$ cat config.mk
export PLATFORM = sky130hd
export DESIGN_NAME = disp_arbiter
export DESIGN_NICKNAME = d
export VERILOG_FILES = /design/src/rtl/disp_pkg.sv /design/src/rtl/rr_pick.sv /design/src/rtl/disp_arbiter.sv
export SDC_FILE = /design/constraint.sdc
export NUM_CORES = 1
export LEC_CHECK = 0
export CAP_MARGIN = 20
export CORE_MARGIN = 1.5
export CORE_UTILIZATION = 40
export CTS_CLUSTER_SIZE = 25
export DETAILED_ROUTE_END_ITERATION = 16
export PLACE_DENSITY = 0.72
export SETUP_SLACK_MARGIN = 0.4
export SYNTH_ARGS = -nofsm -noshare
export SYNTH_HDL_FRONTEND = slang
export SYNTH_SLANG_ARGS = --single-unit
$ cat constraint.sdc
create_clock -name clk -period 5.05 [get_ports clk]
set_input_delay 0.7575 -clock clk [delete_from_list [all_inputs] [get_ports clk]]
set_output_delay 0.7575 -clock clk [all_outputs]
set_load 0.01 [all_outputs]
$ cat src/rtl/disp_pkg.sv
// Shared display definitions: value width, digit codes and arbiter state encoding.
// Used by the display arbiter and the 7-segment scanner.
package disp_pkg;

    localparam int DW      = 20;
    localparam int DIGIT_W = 5;

    localparam logic [DW-1:0] BLANK = 20'h0;

    typedef enum logic {
        IDLE = 1'b0,
        HOLD = 1'b1
    } arb_state_t;

    // 5-bit digit codes understood by the scanner; bit 4 set means no segments lit
    localparam logic [DIGIT_W-1:0] DIG_0     = 5'h00;
    localparam logic [DIGIT_W-1:0] DIG_1     = 5'h01;
    localparam logic [DIGIT_W-1:0] DIG_2     = 5'h02;
    localparam logic [DIGIT_W-1:0] DIG_3     = 5'h03;
    localparam logic [DIGIT_W-1:0] DIG_4     = 5'h04;
    localparam logic [DIGIT_W-1:0] DIG_5     = 5'h05;
    localparam logic [DIGIT_W-1:0] DIG_6     = 5'h06;
    localparam logic [DIGIT_W-1:0] DIG_7     = 5'h07;
    localparam logic [DIGIT_W-1:0] DIG_8     = 5'h08;
    localparam logic [DIGIT_W-1:0] DIG_9     = 5'h09;
    localparam logic [DIGIT_W-1:0] DIG_A     = 5'h0A;
    localparam logic [DIGIT_W-1:0] DIG_B     = 5'h0B;
    localparam logic [DIGIT_W-1:0] DIG_C     = 5'h0C;
    localparam logic [DIGIT_W-1:0] DIG_D     = 5'h0D;
    localparam logic [DIGIT_W-1:0] DIG_E     = 5'h0E;
    localparam logic [DIGIT_W-1:0] DIG_F     = 5'h0F;
    localparam logic [DIGIT_W-1:0] DIG_BLANK = 5'h1F;

    function automatic logic [2:0] onehot_to_idx(input logic [7:0] oh);
        logic [2:0] idx;
        idx = '0;
        for (int i = 0; i < 8; i++) begin
            if (oh[i]) idx = 3'(i);
        end
        return idx;
    endfunction

endpackage

$ cat src/rtl/rr_pick.sv
// Combinational round-robin selector: first eligible request after index `last`,
// wrapping modulo N, skipping anything set in `exclude`.
module rr_pick
    import disp_pkg::*;
#(
    parameter int N  = 3,
    parameter int LW = $clog2(N)
) (
    input  logic [N-1:0]  req,
    input  logic [LW-1:0] last,
    input  logic [N-1:0]  exclude,
    output logic [N-1:0]  pick,
    output logic          valid
);

    logic [N-1:0]  cand;
    logic [LW-1:0] sel;
    int            idx;

    assign cand = req & ~exclude;

    always_comb begin
        pick  = '0;
        valid = 1'b0;
        idx   = 0;
        sel   = '0;
        for (int k = 1; k <= N; k++) begin
            idx = int'(last) + k;
            if (idx >= N) idx = idx - N;
            sel = LW'(idx);
            if (!valid && cand[sel]) begin
                pick[sel] = 1'b1;
                valid     = 1'b1;
            end
        end
    end

endmodule

$ cat src/rtl/disp_arbiter.sv
// Round-robin display value arbiter with minimum dwell per owner.
// Define DISP_ARB_PRIO_EN to make requester 0 pre-empt any other owner.
module disp_arbiter
    import disp_pkg::*;
#(
    parameter int              N_REQ = 3,
    parameter int              DW    = disp_pkg::DW,
    parameter int              DWELL = 50000000,
    parameter logic [DW-1:0]   BLANK = disp_pkg::BLANK
) (
    input  logic                clk,
    input  logic                rst,
    input  logic [N_REQ-1:0]    req,
    input  logic [N_REQ*DW-1:0] data,
    output logic [N_REQ-1:0]    grant,
    output logic [DW-1:0]       disp_num,
    output logic                busy
);

    localparam int LW = $clog2(N_REQ);
    localparam int CW = $clog2(DWELL + 1);
    localparam logic [CW-1:0] RELOAD = CW'(DWELL - 1);

    arb_state_t       state, state_nxt;
    logic [N_REQ-1:0] grant_nxt;
    logic [N_REQ-1:0] pick;
    logic             pick_valid;
    logic [LW-1:0]    last, last_nxt;
    logic [CW-1:0]    count, count_nxt;
    logic [DW-1:0]    owner_data;
    logic             owner_held;
    logic             take;

    // Excluding the current grant is harmless on release since the owner's req is already low
    rr_pick #(.N(N_REQ), .LW(LW)) u_pick (
        .req     (req),
        .last    (last),
        .exclude (grant),
        .pick    (pick),
        .valid   (pick_valid)
    );

    assign owner_held = |(grant & req);
    assign busy       = |grant;

    always_comb begin
        state_nxt = state;
        grant_nxt = grant;
        last_nxt  = last;
        count_nxt = (count == '0) ? '0 : count - 1'b1;
        take      = 1'b0;
        case (state)
            IDLE: begin
                if (pick_valid) take = 1'b1;
            end
            HOLD: begin
                if (!owner_held || count == '0) begin
                    if (pick_valid) begin
                        take = 1'b1;
                    end else if (!owner_held) begin
                        grant_nxt = '0;
                        state_nxt = IDLE;
                        count_nxt = '0;
                    end
                end
            end
            default: begin
                state_nxt = IDLE;
                grant_nxt = '0;
            end
        endcase
        if (take) begin
            grant_nxt = pick;
            last_nxt  = LW'(onehot_to_idx(8'(pick)));
            count_nxt = RELOAD;
            state_nxt = HOLD;
        end
`ifdef DISP_ARB_PRIO_EN
        if (req[0] && !grant[0]) begin
            grant_nxt    = '0;
            grant_nxt[0] = 1'b1;
            last_nxt     = '0;
            count_nxt    = RELOAD;
            state_nxt    = HOLD;
        end
`else
`endif
    end

    // Value of whoever owned the display during the cycle just ending
    always_comb begin
        owner_data = BLANK;
        for (int i = 0; i < N_REQ; i++) begin
            if (grant[i]) owner_data = data[i*DW +: DW];
        end
    end

    always_ff @(posedge clk or posedge rst) begin
        if (rst) begin
            state    <= IDLE;
            grant    <= '0;
            last     <= LW'(N_REQ - 1);
            count    <= '0;
            disp_num <= BLANK;
        end else begin
            state    <= state_nxt;
            grant    <= grant_nxt;
            last     <= last_nxt;
            count    <= count_nxt;
            disp_num <= owner_data;
        end
    end

endmodule

# After elaboration in Yosys (flattened, before gate mapping)
# Cells that the tools add are included.
# Widths: inputs -> output; s select.
dict set report classes {
  n_addsub 7
  order_cmp 9
  n_eq_ne 2
  mux 45
  bitwise_logic 6
  reduce_logical 15
}
# cell count
set ops {}
lappend ops {{$mux 26} 6}
lappend ops {{$mux 20} 3}
lappend ops {{$logic_not 26->1} 1}
lappend ops {{$sub 26x1->26 const B} 1}
lappend ops {{$mux 3} 8}
lappend ops {{$mux 1} 17}
lappend ops {{$ge 3x2->1 const B} 3}
lappend ops {{$lt 2x3->1 const B} 3}
lappend ops {{$mux 2} 4}
lappend ops {{$add 2x2->3 const B} 2}
lappend ops {{$and 3x3->3} 2}
lappend ops {{$bmux 1 s2} 3}
lappend ops {{$demux 1 s2} 3}
lappend ops {{$ge 2x1->1 const B} 3}
lappend ops {{$or 3x3->3} 2}
lappend ops {{$reduce_or 3->1} 2}
lappend ops {{$sub 2x1->2 const B} 3}
lappend ops {{$logic_and 1x1->1} 5}
lappend ops {{$ne 2x1->1 const B} 2}
lappend ops {{$reduce_and 4->1} 1}
lappend ops {{$reduce_bool 2->1} 2}
lappend ops {{$add 2x1->3 const B} 1}
lappend ops {{$logic_not 1->1} 3}
lappend ops {{$not 3->3} 1}
lappend ops {{3 further kinds} 3}
dict set report totals {
  register_bits 52
  in_bits 65
  output_inout_bits 24
}

# Logic depth before layout (Yosys ltp)
# Gate-level depths: netlist of run 1.
dict set report logic_depth {
  word_depth 17
  ltp_mapped 10
  mapped_depth_nobuf 8
}

# Hierarchy
# From an unflattened synthesis of run 1, not the netlist that was laid out.
dict set report unflattened {
  hier_cells 312
  area_unflattened_um2 2946.6
}
# mod instances cells_per_inst area_per_inst_um2
set by_module_without_submodules {}
lappend by_module_without_submodules {disp_arbiter 1 269 2625.0}
lappend by_module_without_submodules {rr_pick 1 43 321.6}

# Worst setup path before layout of run 1
# OpenSTA, ideal clock, no wires.
dict set report synth_path {
  path_kind {register to register}
  startpoint {register last[1]}
  endpoint {register count[10]}
  arrival_time_ns 2.038
  required_time_ns 4.913
  path_slack_ns 2.875
  stages_incl_launch_ff 9
  n_path_buf 0
  period_less_slack_ns 2.175
  cell_sequence {dfstp_2 > inv_1 > ha_1 > or3b_1 > a21boi_0 > or2_2 > nor3_1 > o21ai_1 > nor2_1}
}
dict set report synth_between {
  elab_chain_cells 16
}
# element line_no
set synth_rtl {}
lappend synth_rtl {{from (decl)} disp_arbiter.sv:28} ;# logic [LW-1:0] last, last_nxt;
lappend synth_rtl {{from (signal assigned)} disp_arbiter.sv:102} ;# last <= LW'(N_REQ - 1);
lappend synth_rtl {{from (signal assigned)} disp_arbiter.sv:108} ;# last <= last_nxt;
lappend synth_rtl {{$add 2x1->3} rr_pick.sv:28} ;# idx = int'(last) + k;
lappend synth_rtl {{$ge 3x2->1 / $sub 2x1->2 (equally long branches)} rr_pick.sv:29} ;# if (idx >= N) idx = idx - N;
lappend synth_rtl {{$mux 2} rr_pick.sv:29}
lappend synth_rtl {{$bmux 1 s2} rr_pick.sv:31} ;# if (!valid && cand[sel]) begin
lappend synth_rtl {{$mux 1 (implied by the code)} rr_pick.sv:31}
lappend synth_rtl {{$mux 1} rr_pick.sv:31}
lappend synth_rtl {{$logic_not 1->1} rr_pick.sv:31}
lappend synth_rtl {{$logic_and 1x1->1} rr_pick.sv:31}
lappend synth_rtl {{$mux 1} rr_pick.sv:31}
lappend synth_rtl {{$logic_not 1->1} rr_pick.sv:31}
lappend synth_rtl {{$logic_and 1x1->1} rr_pick.sv:31}
lappend synth_rtl {{$mux 1 *} rr_pick.sv:31}
lappend synth_rtl {{$mux 1 / $mux 26 (equally long branches)} {disp_arbiter.sv:54, disp_arbiter.sv:58}}
lappend synth_rtl {{$mux 1 / $mux 26 (equally long branches)} disp_arbiter.sv:57} ;# if (!owner_held || count == '0) begin
lappend synth_rtl {{$pmux 1 s2 / $mux 26 (equally long branches)} disp_arbiter.sv:52} ;# case (state)
lappend synth_rtl {{$mux 26 *} disp_arbiter.sv:72} ;# if (take) begin
lappend synth_rtl {{net count_nxt[10]} disp_arbiter.sv:29} ;# logic [CW-1:0] count, count_nxt;
lappend synth_rtl {{to (signal assigned)} disp_arbiter.sv:109} ;# count <= count_nxt;
lappend synth_rtl {{to (decl)} disp_arbiter.sv:29}
# The timed path passes the listed nets; every way through them passes the cells marked *. The select of a mux whose other input is x is not followed.
# A chain may end at the register's enable or synchronous reset.

# Worst setup path in the final report of run 1
dict set report layout_path {
  startpoint {register last[0]}
  endpoint {register grant[2]}
}
dict set report layout_between {
  elab_chain_cells 17
}
# element line_no
set layout_rtl {}
lappend layout_rtl {{$add 2x1->3} rr_pick.sv:28}
lappend layout_rtl {{$ge 3x2->1 / $sub 2x1->2 (equally long branches)} rr_pick.sv:29}
lappend layout_rtl {{$mux 2} rr_pick.sv:29}
lappend layout_rtl {{$bmux 1 s2} rr_pick.sv:31}
lappend layout_rtl {{$mux 1 (implied by the code)} rr_pick.sv:31}
lappend layout_rtl {{$mux 1} rr_pick.sv:31}
lappend layout_rtl {{$logic_not 1->1} rr_pick.sv:31}
lappend layout_rtl {{$logic_and 1x1->1} rr_pick.sv:31}
lappend layout_rtl {{$mux 1} rr_pick.sv:31}
lappend layout_rtl {{$logic_not 1->1} rr_pick.sv:31}
lappend layout_rtl {{$logic_and 1x1->1} rr_pick.sv:31}
lappend layout_rtl {{$mux 1} rr_pick.sv:31}
lappend layout_rtl {{$mux 1} {disp_arbiter.sv:54, disp_arbiter.sv:58}}
lappend layout_rtl {{$mux 1} disp_arbiter.sv:57}
lappend layout_rtl {{$pmux 1 s2} disp_arbiter.sv:52}
lappend layout_rtl {{$ne 2x1->1 (no line) / $reduce_bool 2->1 (equally long branches)} -}
lappend layout_rtl {{$reduce_and 4->1 (no line)} -}
lappend layout_rtl {{to (signal assigned)} disp_arbiter.sv:107} ;# grant <= grant_nxt;
lappend layout_rtl {{to (decl)} disp_arbiter.sv:15} ;# output logic [N_REQ-1:0] grant,
# Parallel ways exist; a longest one is shown, timed or not. The select of a mux whose other input is x is not followed.

==> results.md, run 1 <==
- DR WL/cell: 13.6 µm
- Register area share after synthesis: 0.465
- Cell taking the most area after synthesis: dfrtp_1
- Post-CTS setup buffers: 0
- Power Dens Cells: 457 nW/µm²
- Rows: 30
- IO Count: 89
- Fillers: 614
- Syn Nets: 364
- Total power: 1.76 mW
- Crit-path max FO: 24
- Cts hold-fix bufs: 0
- Startpoint Class: flip-flop
- Largest cells by area after synthesis: dfrtp_1, o21ai_0, a22oi_1
- Crit path depth: 7
- Slew Viols, Final: 0
- Total CTS buffers: 5
- Initial DRC count: 137
- Post-synth EDFFs: 0
- WP data required: 5240 ps
- Final worst-path cycle share: 0.563
- Worst reg2reg path depth: 7
- Non-filler cells, final: 470
- Initial Util: 0.412
- Most common cell in the synthesized netlist: dfrtp_1
- Share of cells above drive strength 1: 0.0668
- Yosys warns: 0
- TritonCTS clock tree: done
- Initial DRT Pass Iterations: 4
- First-pass GRT wire length: 10700 µm
- Post-Syn Area: 2800 µm²
- WHS: 537 ps
- Synth top area share: 0.456
- I/O Buffers: 88
- ANT nets after route: 0
- Residual DRC: 0
- GPL Wtd Cong: 0.866
- Max-cap violations: 0
- Crit path DAT: 3030 ps
- Die W: 86.7 µm
- Top cells by count, synth: dfrtp_1, o21ai_0, nand2_1
- Global Route Usage Sum: 0.181
- Setup Viol. Count Final: 0
- Area growth syn-to-layout: 37.7%
- Total grt overflow: 0
- ANT cells: 0
- CP Cell Sequence: inv_1 > ha_1 > a21boi_0 > or2_2 > o2bb2ai_2 > nor2_1 > a21o_1
- Cell variety after synth: 49
- Placed Instances: 461
- Post-Syn Instances: 291
- Slowest cell on the critical path: o2bb2ai_2
- Maximum clock rate: 352 MHz
- Seq cells post-synth: 52
- Relative max-transition margin: 0.393
- Die height: 86.7 µm
- Via count: 2362
- Htree depth: 2
- Clock skew: 9.44 ps
- Max stage delay on crit path: 670 ps
- Initial antenna violation count: 0
- Hold Crit Depth: 1
- CTS clk-pin slew, worst paths: 90 ps
- Core ar.: 6790 µm²
- Clk root buf: clkbuf_8
- # nets final: 446
- Worst Tran Pin Value: 910 ps
- CTS resizes: 0
- Status: finished, final reports clean
- Reg area: 1300 µm²
- Async set-reset flop share out of synthesis: 1.00
- DP HPWL: 4680 µm
- Buf/Inv on CP: 1
- Largest net degree at the start of global routing: 53
- Clock sink count: 52
- Worst-case clock buffer depth: 2
- Vias in the first global route: 2309
- CP Class: flip-flop to flip-flop
- Vias per inst: 5.03
- Die area: 7510 µm²
- Hold Vio Cnt, Final: 0
- Crit. End Element: flip-flop
- Minimum clock period: 2840 ps
- Area of the multi-input gates: 1400 µm²
- Clk_lat worst skew: 300 ps
- Maximum VDD drop: 218 µV
- Final TNS setup: 0 ps
- HP Class: flip-flop to flip-flop
- Critical path's top delay family: compound AO/OA/AOI/OAI gates
- Leakage: 1.46 nW
- Avg Cell Area, Syn: 9.63 µm²
- RSZ-0062 raised after global routing: no
- Primary FF master, synth: dfrtp_1
- Drt total wl: 6410 µm
==> per-layer routing <==
| metal | routed length, µm | up-vias | track usage |
|---|---|---|---|
| li1 | - | 1191 | - |
| met4 | 62 | 0 | 0.0528 |
| met1 | 2870 | 1095 | 0.244 |
| met5 | 0 | - | 0 |
| met3 | 413 | 5 | 0.0467 |
| met2 | 3070 | 71 | 0.290 |
==> cell families after synthesis <==
family,count (synthesis),share of synthesized area
simple gates,102,0.204
buf+inv,24,0.0371
flops,52,0.465
mux,1,0.00357
fa+ha+maj,8,0.0357
compound gates,81,0.183
xor+xnor,23,0.0719
==> stage by stage <==
stage / utilization / setup slack [ps] / area [µm²]
after floorplan: - / 2870 / 2800
after global placement: 0.551 / 2070 / 3740
after detailed placement: 0.551 / 2010 / 3740
after CTS: 0.565 / 2210 / 3840
after global routing: 0.568 / 1960 / 3860
final: 0.568 / 2210 / 3860
==> worst paths after layout <==
check / from / end / slack, ps
setup reg to reg: last[0] / grant[2] / 2210
min in group asynchronous: rst / disp_num[12] / 670
setup / recovery: last[0] / grant[2] / 2210
hold / removal: count[0] / count[0] / 540
max in group asynchronous: rst / last[1] / 3850
hold reg to reg: count[0] / count[0] / 540
==> state kept, by name, summed over array words and instances, names as in the netlist <==
register	cells
grant	3
last	2
count	26
disp_num	20
state	1
==> layout make-up <==
cell class                 instances  area share
clock buffer                       7      0.0224
clock inverter                     1     0.00195
inverter                           8     0.00778
multi-input combinational        215       0.362
sequential                        52       0.338
tap                               96      0.0311
timing repair buffer              91       0.237
==> power by group <==
group          leakage, nW  internal (mW)  switching [mW]  total (mW)
Sequential           0.615          0.551           0.110       0.661
Combinational        0.796          0.414           0.448       0.862
Clock               0.0445          0.112           0.129       0.241
Total                 1.46           1.08           0.687        1.76
==> layout by cell type (no fill, tap or decap), types with 2 or more instances in the layout <==
cell type | synthesis | routed
nand3b_1 | 3 | 3
clkdlybuf4s50_1 | 0 | 88
nor2b_1 | 2 | 2
nor2_1 | 22 | 22
nand2_1 | 29 | 29
a31oi_1 | 4 | 4
o21ai_2 | 2 | 2
or4_1 | 2 | 2
o21ai_1 | 4 | 4
or3_1 | 3 | 3
xnor2_1 | 16 | 16
a21oi_1 | 2 | 2
a22oi_1 | 20 | 20
or4_4 | 4 | 4
a21o_1 | 3 | 3
nand3_1 | 4 | 4
nor3_1 | 9 | 9
clkbuf_8 | 0 | 6
nor4_1 | 3 | 3
buf_4 | 1 | 2
nor3b_1 | 5 | 5
xor2_1 | 7 | 7
nand2b_1 | 5 | 5
a22o_1 | 2 | 2
dfrtp_1 | 51 | 51
ha_1 | 8 | 8
inv_1 | 8 | 7
o21ai_0 | 37 | 37
Note: power is estimated with default switching activity, not from simulation.
==> run 2: changes to the inputs <==
--- a/config.mk
+++ b/config.mk
@@ -10,7 +10,7 @@
 export CORE_UTILIZATION = 40
 export CTS_CLUSTER_SIZE = 25
 export DETAILED_ROUTE_END_ITERATION = 16
-export PLACE_DENSITY = 0.72
+export PLACE_DENSITY = 0.74
 export SETUP_SLACK_MARGIN = 0.4
 export SYNTH_ARGS = -nofsm -noshare
 export SYNTH_HDL_FRONTEND = slang
==> constraint.sdc (replaced) <==
create_clock -name clk -period 2.6 [get_ports clk]
set_input_delay 0.39 -clock clk [delete_from_list [all_inputs] [get_ports clk]]
set_output_delay 0.39 -clock clk [all_outputs]
set_load 0.01 [all_outputs]
==> run 2 against run 1 <==
Sequential share of layout area is 2.0 points lower. Fmax is 34% higher. Clock power is 140% higher. Core utilization is 3.5 points higher. Routed wire length is 6.4% higher. Non-clock buffer count is 11 higher. Via count is 1.4% higher. Power is 120% higher. Global-route usage is 0.68 points higher. Critical path type unchanged. Critical endpoint is now last[0]. Largest cell class unchanged.
==> results.md, run 2 (synthesized netlist as in run 1, its figures left out) <==
- Status: finished, final reports clean
- DP HPWL: 4900 µm (+4.6%)
- GPL Wtd Cong: 0.861 (-0.55%)
- Die W: 86.7 µm (unchanged)
- First-pass GRT wire length: 11100 µm (+3.4%)
- Worst Tran Pin Value: 493 ps (-417 ps)
- Core Util, Final: 0.603 (+0.0352)
- WHS: 437 ps (-100 ps)
- Crit-path max FO: 14 (-42%)
- Startpoint Class: flip-flop
- Max-cap violations: 0 (unchanged)
- Worst slack at placement: -51.3 ps (-2070 ps)
- Placed Area: 3810 µm² (+1.7%)
- Most frequent cells in the layout: clkdlybuf4s50_1, dfrtp_1, o21ai_0, nand2_1, nor2_1
- Final worst-path cycle share: 0.814 (+0.251)
- Leakage: 1.58 nW (+8.8%)
- DR WL/cell: 14.2 µm (+4.0%)
- Htree depth: 2 (unchanged)
- Total grt overflow: 0 (unchanged)
- I/O Buffers: 88 (unchanged)
- Rows: 30 (unchanged)
- Hold Vio Cnt, Final: 0 (unchanged)
- Initial DRT Pass Iterations: 4 (unchanged)
- Largest register FFs: 26 (unchanged)
- RSZ-0062 raised after global routing: no
- Fin area: 4100 µm² (+6.2%)
- CP Class: flip-flop to flip-flop
- Relative max-transition margin: 0.671 (+0.277)
- Drt total wl: 6820 µm (+6.4%)
- Die area: 7510 µm² (unchanged)
- Via count: 2395 (+1.4%)
- Clock sink count: 52 (unchanged)
- Vias per inst: 4.98 (-0.92%)
- Reg area: 1300 µm² (unchanged)
- # nets final: 457 (+2.5%)
- Initial DRC count: 105 (-23%)
- IO Count: 89 (unchanged)
- Area of the multi-input gates: 1510 µm² (+8.1%)
- Clk root buf: clkbuf_8
- Most common cell after layout, fill and taps aside: clkdlybuf4s50_1
- Crit. End Element: flip-flop
- Power Dens Cells: 954 nW/µm² (+110%)
- Minimum clock period: 2120 ps (-727 ps)
- Residual DRC: 0 (unchanged)
- Largest registers: count x26, disp_num x20, grant x3
- Vias in the first global route: 2460 (+6.5%)
- Core ar.: 6790 µm² (unchanged)
- Maximum VDD drop: 479 µV (+120%)
- Area growth syn-to-layout: 46.2%
- Worst-case clock buffer depth: 2 (unchanged)
- Die height: 86.7 µm (unchanged)
- Total power: 3.91 mW (+120%)
- ANT cells: 0 (unchanged)
- Crit path DAT: 2340 ps (-690 ps)
- Clk_lat worst skew: 300 ps (about the same)
- Global Route Usage Sum: 0.188 (+0.00678)
- Fillers: 591 (-3.7%)
- HP Class: input pin to asynchronous set/reset pin
- ANT nets after route: 0 (unchanged)
- Largest net degree at the start of global routing: 31 (-42%)
- Maximum clock rate: 473 MHz (+34%)
- Initial Util: 0.412 (unchanged)
- Slew Viols, Final: 0 (unchanged)
- Total CTS buffers: 5 (unchanged)
- TritonCTS clock tree: done
- Share of cells above drive strength 1: 0.125 (+0.0578)
- Initial antenna violation count: 0 (unchanged)
- Final setup margin: 484 ps (-1720 ps)
- CTS clk-pin slew, worst paths: 90 ps (about the same)
- WP data required: 2820 ps (-2420 ps)
- Clock skew: 9.25 ps (-0.184 ps)
- Setup Viol. Count Final: 0 (unchanged)
- Biggest register: count
[run 2: worst max-delay path, cell delays in order, from the launching register on]
cell and delay [ps]:
dfstp_2 550, inv_2 60, ha_4 270, nor4b_1 400, a211o_1 190, o211ai_1 100, a31oi_1 240, nand2_1 90
o21ai_1 130
[run 2: stage by stage]
step           cells  setup TNS [ps]
6_report         481               0
4_1_cts          478               0
2_1_floorplan    291               0
3_3_place_gp     467               0
3_5_place_dp     468            -113
5_1_grt          481               0
[run 2: area by class of cell]
class / instances / share of cell area
tap: 96 / 0.0293
clock buffer: 6 / 0.0202
timing repair buffer: 102 / 0.248
sequential: 52 / 0.318
clock inverter: 2 / 0.00947
multi-input combinational: 215 / 0.368
inverter: 8 / 0.00733
[run 2: layer usage]
metal | vias to the layer above | GRT usage | wire, µm
met3 | 9 | 0.0562 | 467
met4 | 0 | 0.0704 | 123
met2 | 78 | 0.322 | 3400
met1 | 1095 | 0.224 | 2840
met5 | - | 0 | 0
li1 | 1213 | - | -
[run 2: timing repair]
item                                    CTS  global route
hold buffers                              0             0
gates resized for setup                  10            19
cloned                                    0             0
buffers inserted                          2             3
endpoints found under the setup margin   31            31
pin swaps                                 1             2
[run 2: where the power goes]
| group | leakage [nW] | total [mW] | switching [mW] | internal (mW) |
|---|---|---|---|---|
| logic | 0.906 | 2.09 | 1.05 | 1.04 |
| clock network | 0.0614 | 0.576 | 0.261 | 0.315 |
| registers | 0.615 | 1.25 | 0.177 | 1.07 |
| total | 1.58 | 3.91 | 1.49 | 2.42 |
[run 2: final timing paths]
check,startpoint,slack (ps),endpoint,cells past startpoint
worst max-delay path,last[1],480,last[0],8
worst min-delay path,rst,440,count[16],2
worst max register to register,last[1],480,last[0],8
worst min register to register,last[1],530,last[1],1
max in group asynchronous,rst,1560,last[1],3
min in group clk,last[1],530,last[1],1
==> run 3: changes to the inputs <==
--- a/config.mk
+++ b/config.mk
@@ -10,7 +10,7 @@
 export CORE_UTILIZATION = 40
 export CTS_CLUSTER_SIZE = 25
 export DETAILED_ROUTE_END_ITERATION = 16
-export PLACE_DENSITY = 0.74
+export PLACE_DENSITY = 0.72
 export SETUP_SLACK_MARGIN = 0.4
 export SYNTH_ARGS = -nofsm -noshare
 export SYNTH_HDL_FRONTEND = slang
==> constraint.sdc (replaced) <==
create_clock -name clk -period 2.04 [get_ports clk]
set_input_delay 0.306 -clock clk [delete_from_list [all_inputs] [get_ports clk]]
set_output_delay 0.306 -clock clk [all_outputs]
set_load 0.01 [all_outputs]
==> run 3 against run 2 <==
The flow now finishes with violations (negative setup slack). Sequential power rose by 26%. Combinational power rose by 56%. Clock power fell by 4.7%. Routed wire length rose by 11%. Die area did not move. Via count rose by 11%. Clock skew fell by 3.3 ps. Sequential share of layout area fell by 2.7 points. Largest power group unchanged.
==> results.md, run 3 (synthesized netlist as in run 1, its figures left out) <==
- Maximum clock rate: 479 MHz (+1.3%)
- Die W: 86.7 µm (unchanged)
- Sw power: 2.06 mW (+39%)
- Maximum VDD drop: 755 µV (+58%)
- Placed Area: 4140 µm² (+8.7%)
- Largest register FFs: 26 (unchanged)
- Max stage delay on crit path: 590 ps (+40 ps)
- Most frequent cells in the layout: clkdlybuf4s50_1, dfrtp_1, buf_4, nand2_1, o21ai_0
- Initial DRC count: 107 (+1.9%)
- Clk_lat worst skew: 300 ps (about the same)
- TritonCTS clock tree: done
- Placed Instances: 495 (+5.8%)
- Total power: 5.38 mW (+38%)
- Drt total wl: 7540 µm (+11%)
- Crit-path max FO: 9 (-5)
- Hold Vio Cnt, Final: 0 (unchanged)
- RSZ-0062 raised after global routing: yes
- Slowest cell on the critical path: dfstp_2
- Clk root buf: clkbuf_8
- Most common cell after layout, fill and taps aside: clkdlybuf4s50_1
- Worst Tran Pin Value: 362 ps (-131 ps)
- Htree depth: 2 (unchanged)
- Core Util, Final: 0.661 (+0.0578)
- Total CTS buffers: 5 (unchanged)
- Worst-case clock buffer depth: 2 (unchanged)
- Largest net degree at the start of global routing: 42 (+35%)
- Vias per inst: 5.13 (+3.1%)
- DP HPWL: 5470 µm (+12%)
- Switching part of the total power: 0.383 (+0.00348)
- Share of cells above drive strength 1: 0.257 (+0.132)
- Vias in the first global route: 2570 (+4.5%)
- Setup Viol. Count Final: 4 (+4)
- Final setup margin: -49.1 ps (-534 ps)
- ANT nets after route: 0 (unchanged)
- Max-cap violations: 0 (unchanged)
- Critical path's top delay family: compound AO/OA/AOI/OAI gates
- Startpoint Class: flip-flop
- IO Count: 89 (unchanged)
- HP Class: input pin to asynchronous set/reset pin
- Global Route Usage Sum: 0.202 (+0.0133)
- Reg power frac: 0.291 (-0.028)
- Die height: 86.7 µm (unchanged)
- Initial Util: 0.412 (unchanged)
- Non-filler cells, final: 517 (+7.5%)
- Combinational share of power: 0.607 (+0.073)
- ANT cells: 0 (unchanged)
- Most used cell, CP: a31oi_1
- Via count: 2654 (+11%)
- Clock Power Share: 0.102 (-0.045)
- First-pass GRT wire length: 11800 µm (+6.7%)
- DR WL/cell: 14.6 µm (+2.9%)
- Residual DRC: 0 (unchanged)
- Clock sink count: 52 (unchanged)
- Largest registers: count x26, disp_num x20, grant x3
- Rows: 30 (unchanged)
- Fin area: 4490 µm² (+9.6%)
- Status: finished, violations left
- CTS clk-pin slew, worst paths: 90 ps (about the same)
- Slew Viols, Final: 0 (unchanged)
- Worst slack at placement: -131 ps (-80.0 ps)
- Final worst-path cycle share: 1.02 (+0.210)
- Crit. End Element: flip-flop
- P_int: 3.32 mW (+37%)
- CP Class: flip-flop to flip-flop
- Leakage: 1.79 nW (+13%)
- Power Dens Cells: 1200 nW/µm² (+26%)
- Failing checks: negative setup slack
- WP data required: 2260 ps (-560 ps)
- Initial DRT Pass Iterations: 4 (unchanged)
- I/O Buffers: 88 (unchanged)
- Area growth syn-to-layout: 60.3%
- Total grt overflow: 0 (unchanged)
- Biggest register: count
- Clock skew: 5.97 ps (-3.29 ps)
- Relative max-transition margin: 0.759 (+0.0880)
- CP Cell Sequence: inv_4 > ha_4 > buf_4 > nor3b_2 > a31oi_1 > o211ai_1 > a31oi_1 > nand2_1 > o21ai_1
- Core ar.: 6790 µm² (unchanged)
- GPL Wtd Cong: 0.915 (+6.3%)
- Crit path DAT: 2310 ps (-30 ps)
- Minimum clock period: 2090 ps (-26.4 ps)
- Die area: 7510 µm² (unchanged)
- Initial antenna violation count: 0 (unchanged)
- # nets final: 494 (+8.1%)
- Buf/Inv on CP: 2 (+1)
## run 3: area by class of cell
class / instances / area, µm²
Tap cell: 96 / 120
Fill cell: 529 / 2300
Clock inverter: 1 / 5.00
Timing Repair Buffer: 139 / 1340
Inverter: 8 / 35.0
Multi-Input combinational cell: 215 / 1610
Clock buffer: 6 / 72.6
Sequential cell: 52 / 1310
## run 3: power by group through the flow
stage / logic (mW) / registers, mW / clock network (mW)
after CTS: 3.09 / 1.57 / 0.569
after global placement: 2.75 / 1.59 / 0
after detailed placement: 2.79 / 1.60 / 0
after global routing: 3.53 / 1.60 / 0.604
final: 3.27 / 1.57 / 0.549
after floorplan: 1.57 / 1.68 / 0
## run 3: what timing repair did
| action | CTS | global route |
|---|---|---|
| gates resized for setup | 29 | 15 |
| pin swaps | 8 | 6 |
| hold buffers | 0 | 0 |
| buffers inserted | 8 | 7 |
| endpoints found under the setup margin | 36 | 34 |
## run 3: final timing paths
kind,from,end,slack (ps),cells after the start
max,last[1],last[0],-50,9
max in group asynchronous,rst,count[2],1190,3
max reg2reg,last[1],last[0],-50,9
min,rst,count[24],280,2
min reg2reg,count[0],count[0],520,1
min in group clk,count[0],count[0],520,1
## run 3: per-layer routing
metal	wire, µm	GRT usage
met3	595	0.0657
met1	2950	0.246
met4	141	0.0704
met2	3850	0.335
met5	0	0
## run 3: stage by stage
stage,TNS [ps],hold WS [ps]
after global placement,-1500,506
after floorplan,0,427
final,-98.6,280
after global routing,-1060,311
after detailed placement,-2410,526
after CTS,0,293
